[src/rtl/dplca_pkg.sv]
// Shared D-PLCA definitions: node FSM encodings, PLCA command codes and
// table geometry used by the TXOP claim table controller.
package dplca_pkg;

  typedef enum logic [1:0] {
    ST_IDLE  = 2'd0,
    ST_SYNC  = 2'd1,
    ST_TRACK = 2'd2
  } dplca_state_e;

  typedef enum logic [1:0] {
    CMD_BEACON = 2'b00,
    CMD_COMMIT = 2'b01,
    CMD_NONE   = 2'b10
  } plca_cmd_e;

  typedef enum logic {
    PLCA_STATUS_FAIL = 1'b0,
    PLCA_STATUS_OK   = 1'b1
  } plca_status_e;

  localparam logic [7:0] TO_ID_NONE    = 8'd255;
  localparam int         DPLCA_TABLE_W = 256;

endpackage

[src/rtl/dplca_claim_bitmap.sv]
// Two-window TXOP claim storage: claims land in the current window, an age
// shift moves it to the previous window, and the registered table is their OR.
module dplca_claim_bitmap
  import dplca_pkg::*;
#(
  parameter int TABLE_W = DPLCA_TABLE_W
) (
  input  logic               clk,
  input  logic               rst_n,
  input  logic               clear_i,
  input  logic               set_en_i,
  input  logic [7:0]         set_id_i,
  input  logic               shift_i,
  output logic [TABLE_W-1:0] table_o
);

  logic [TABLE_W-1:0] cur_q, cur_d;
  logic [TABLE_W-1:0] prev_q, prev_d;
  logic [TABLE_W-1:0] table_q, table_d;
  logic [TABLE_W-1:0] set_mask;
  logic [TABLE_W-1:0] merged;

  // A claim arriving with a shift is merged first so it ages with the closing window.
  always_comb begin
    set_mask = '0;
    if (set_en_i) set_mask[set_id_i] = 1'b1;
    merged  = cur_q | set_mask;
    cur_d   = merged;
    prev_d  = prev_q;
    table_d = cur_q | prev_q;
    if (clear_i) begin
      cur_d   = '0;
      prev_d  = '0;
      table_d = '0;
    end else if (shift_i) begin
      prev_d = merged;
      cur_d  = '0;
    end
  end

  always_ff @(posedge clk) begin
    if (!rst_n) begin
      cur_q   <= '0;
      prev_q  <= '0;
      table_q <= '0;
    end else begin
      cur_q   <= cur_d;
      prev_q  <= prev_d;
      table_q <= table_d;
    end
  end

  assign table_o = table_q;

endmodule

[src/rtl/dplca_txop_table_ctrl.sv]
// D-PLCA TXOP claim table controller: tracks PLCA cycles between beacons,
// records active TOs and paces table-update / new-age qualifiers.
module dplca_txop_table_ctrl
  import dplca_pkg::*;
#(
  parameter int AGE_CYCLES = 16,
  parameter int TABLE_W    = DPLCA_TABLE_W
) (
  input  logic               clk,
  input  logic               plca_reset_n,
  input  logic               dplca_aging,
  input  logic               beacon_strb,
  input  logic               to_end_strb,
  input  logic [7:0]         cur_id,
  input  logic               to_active,
  output logic [TABLE_W-1:0] txop_claim_table,
  output logic               dplca_txop_table_upd,
  output logic               dplca_new_age
);

  localparam logic [7:0] AGE_LAST = 8'(AGE_CYCLES - 1);

  dplca_state_e state_q, state_d;
  logic [7:0]   cnt_q, cnt_d;
  logic         upd_q, upd_d;
  logic         new_age_q, new_age_d;
  logic         clear, claim, shift;

  // Dropping the aging enable overrides everything and suppresses any pending pulse.
  always_comb begin
    state_d   = state_q;
    cnt_d     = cnt_q;
    upd_d     = 1'b0;
    new_age_d = new_age_q;
    clear     = 1'b0;
    claim     = 1'b0;
    shift     = 1'b0;
    if (!dplca_aging) begin
      state_d   = ST_IDLE;
      cnt_d     = '0;
      new_age_d = 1'b0;
      clear     = 1'b1;
    end else begin
      case (state_q)
        ST_IDLE: begin
          clear   = 1'b1;
          state_d = ST_SYNC;
        end
        ST_SYNC: begin
          if (beacon_strb) begin
            cnt_d   = '0;
            state_d = ST_TRACK;
          end
        end
        ST_TRACK: begin
          claim = to_end_strb & to_active & (cur_id != TO_ID_NONE);
          if (beacon_strb) begin
            upd_d = 1'b1;
            if (cnt_q == AGE_LAST) begin
              shift     = 1'b1;
              cnt_d     = '0;
              new_age_d = 1'b1;
            end else begin
              cnt_d     = cnt_q + 8'd1;
              new_age_d = 1'b0;
            end
          end
        end
        default: state_d = ST_IDLE;
      endcase
    end
  end

  always_ff @(posedge clk) begin
    if (!plca_reset_n) begin
      state_q   <= ST_IDLE;
      cnt_q     <= '0;
      upd_q     <= 1'b0;
      new_age_q <= 1'b0;
    end else begin
      state_q   <= state_d;
      cnt_q     <= cnt_d;
      upd_q     <= upd_d;
      new_age_q <= new_age_d;
    end
  end

  dplca_claim_bitmap #(
    .TABLE_W(TABLE_W)
  ) u_bitmap (
    .clk     (clk),
    .rst_n   (plca_reset_n),
    .clear_i (clear),
    .set_en_i(claim),
    .set_id_i(cur_id),
    .shift_i (shift),
    .table_o (txop_claim_table)
  );

  assign dplca_txop_table_upd = upd_q;
  assign dplca_new_age        = new_age_q;

endmodule
[config.mk]
export PLATFORM = sky130hd
export DESIGN_NAME = dplca_txop_table_ctrl
export DESIGN_NICKNAME = d
export VERILOG_FILES = /design/src/rtl/dplca_pkg.sv /design/src/rtl/dplca_claim_bitmap.sv /design/src/rtl/dplca_txop_table_ctrl.sv
export SDC_FILE = /design/constraint.sdc
export NUM_CORES = 1
export LEC_CHECK = 0
export ABC_AREA = 1
export CAP_MARGIN = 10
export CORE_UTILIZATION = 25
export DETAILED_ROUTE_END_ITERATION = 8
export HOLD_SLACK_MARGIN = 0.03
export PLACE_DENSITY = 0.4
export SLEW_MARGIN = 5
export SYNTH_ARGS = -nofsm -noshare
export SYNTH_HDL_FRONTEND = slang
export SYNTH_SLANG_ARGS = --single-unit
[constraint.sdc]
create_clock -name clk -period 3.2 [get_ports clk]
set_clock_uncertainty 0.15 [all_clocks]
set_input_delay 0.64 -clock clk [delete_from_list [all_inputs] [get_ports clk]]
set_output_delay 0.64 -clock clk [all_outputs]
set_load 0.01 [all_outputs]
==> results.json <==
{
  "path_cells": "clkdlybuf4s50_1",
  "hold_viol_final": 0,
  "ctsRootBufferMaster": "clkbuf_16",
  "num_vias": 22600,
  "period_needed_ns": 2.52,
  "r2r_start": "cnt_q[0]$_SDFFE_PN0P_",
  "crit_fanout": 1,
  "max_slew.worst_pin.slew_ns": 0.710,
  "yosysMostFrequentCell": "nand2_1",
  "die_area_um2": 110000,
  "startpoint_type": "register",
  "cts-resized-gates": 0,
  "avgViaCountPerCell": 4.39,
  "antenna_found_initial": 2,
  "grt_usage_pct": 16.9,
  "crit_family": "buffers and inverters",
  "slowest_delay_ns": 0.59,
  "path_buf_inv": 1,
  "synth_edf_count": 0,
  "cp.required_ns": 2.41,
  "syn_area_um2": 27100,
  "clock_path_buffers": 3,
  "h-tree-depth": 3,
  "drc": 0,
  "yosys.area.top_type_share_pct": 57.6,
  "grt_setup_unrepaired": "false",
  "arrival_ns": 1.73,
  "avgSynthCellArea_um2": 7.94,
  "synth_common_cells": "nand2_1, dfxtp_1, nor2_1",
  "drive_gt1_share_pct": 8.12,
  "synth_area_leaders": "dfxtp_1, nand2_1, nor2_1, nand4_1, nand3_1",
  "synth_ff_type": "dfxtp_1",
  "die_x_um": 331,
  "io_buffers": 271,
  "cts_hold_buf": 0,
  "status": "completed",
  "slew_violations": 0,
  "antenna_left": 0,
  "crit_type": "register to output pin",
  "rows": 120,
  "die_h_um": 331,
  "cts_made_buffers": 90,
  "startpoint": "u_bitmap.table_o[7]$_SDFF_PP0_",
  "dpl_cell_area_um2": 32000,
  "max_freq_ghz": 0.396,
  "synthToLayoutAreaGrowth_pct": 29.9,
  "powerDensity_nw_per_um2": 603,
  "cts_setup_buffers": 0,
  "syn-instance-count": 3417,
  "start_util_pct": 25.3,
  "path_clk_slew_ns": 0.06,
  "vdd_drop_max_mv": 0.334,
  "detail_route.wl_per_cell_um": 18.3,
  "async_flop_share_pct": 0,
  "coreArea_um2": 107000,
  "grt_start_max_net_pins": 103,
  "grt_pass1_vias": 22200,
  "yosys_warnings": 0,
  "endpoint_kind": "output pin",
  "dp_hpwl_mm": 58.4,
  "num_io_pins": 272,
  "ys_ff_latch": 780,
  "synth.largest_area_cell": "dfxtp_1",
  "drtPass1Iterations": 5,
  "wl_mm": 94.2,
  "min_from": "u_bitmap.cur_q[255]$_SDFF_PP0_",
  "maxCapViolCount": 0,
  "numClockSinks": 780,
  "ys_seq_area_share_pct": 57.6,
  "gp_congestion": 0.754,
  "globalRoute.totalOverflow": 0,
  "synth_nets": 3432,
  "setup_tns_ns": 0,
  "fin_area_um2": 35200,
  "drtIter0Drc": 1380,
  "ys_types": 29,
  "clk_latency_ns": 0.68,
  "final_nets": 3680,
  "grt_pass1_wl_mm": 143,
  "tritoncts": "built",
  "hp-class": "register to register",
  "fin_util_pct": 32.8,
  "final_min_period_over_clock_period_pct": 78.8,
  "setup_viol": 0,
  "leakagePower_nw": 14.0,
  "relSlewSlack_pct": 52.6,
  "slowest_stage": "clkdlybuf4s50_1"
}
==> path summary, 6_finish.rpt <==
kind / to / slack, ns / depth (start not counted)
hold reg to reg: u_bitmap.cur_q[255]$_SDFF_PP0_ / 0.30 / 2
hold / removal: u_bitmap.cur_q[255]$_SDFF_PP0_ / 0.30 / 2
setup reg to reg: u_bitmap.cur_q[92]$_SDFF_PP0_ / 0.88 / 7
setup / recovery: txop_claim_table[7] / 0.68 / 1
==> report_power, final <==
group	total [mW]	switching, mW	internal, mW
registers	9.71	0.00255	9.71
logic	0.399	0.316	0.0833
clock network	11.1	4.40	6.73
==> per-layer routing <==
metal	track usage [%]	vias to the layer above	share of wire [%]	routed length, um
met5	0	-	0	0
met3	3.10	93	4.4	4180
li1	-	11400	-	-
met4	4.29	0	1.7	1580
met2	26.0	434	44	41000
met1	24.3	10600	50	47400
==> sequential cells by signal (all words and copies together), names as in the netlist <==
register / count
cnt_q: 8
dplca_new_age: 1
u_bitmap.table_o: 256
u_bitmap.cur_q: 256
state_q: 2
dplca_txop_table_upd: 1
u_bitmap.prev_q: 256
==> stage by stage <==
| stage | total power [mW] | setup slack, ns | cells | hold WS, ns |
|---|---|---|---|---|
| after CTS | 21.6 | 0.645 | 5145 | 0.298 |
| final | 21.2 | 0.677 | 5147 | 0.298 |
| after global placement | 10.3 | 0.321 | 4976 | 0.290 |
| after detailed placement | 10.3 | 0.296 | 4976 | 0.288 |
| after floorplan | 10.1 | 1.28 | 3417 | 0.272 |
| after global routing | 22.0 | 0.630 | 5145 | 0.320 |
==> layout make-up <==
class | count | area, um2
timing repair buffer | 376 | 3910
multi-input combinational | 2165 | 9760
sequential | 780 | 15600
clock buffer | 122 | 2560
clock inverter | 47 | 673
inverter | 252 | 953
tap | 1403 | 1760
antenna | 2 | 5.00
fill | 11300 | 72100
==> layout by cell type (no fill, tap or decap), drive strengths merged <==
cell,count
dfxtp,780
clkbuf,122
nor3,1
a211oi,1
clkinv,21
nand3,265
buf,105
nor2,575
o21ai,13
and2,29
a21oi,216
clkinvlp,6
diode,2
a22oi,1
nand2,811
o21bai,38
clkdlybuf4s50,271
ha,1
bufinv,13
nand4,212
inv,259
xor2,1
xnor2,1
==> cells by family after synthesis <==
group                      share of synthesized area [%]
adders and majority gates                         0.0461
DFF                                                 57.6
and+or+nand+nor                                     29.8
xor gates and xnor gates                          0.0646
buffers and inverters                               7.10
AOI/OAI and AO/OA                                   5.47
Note: power is estimated with default switching activity, not from simulation.
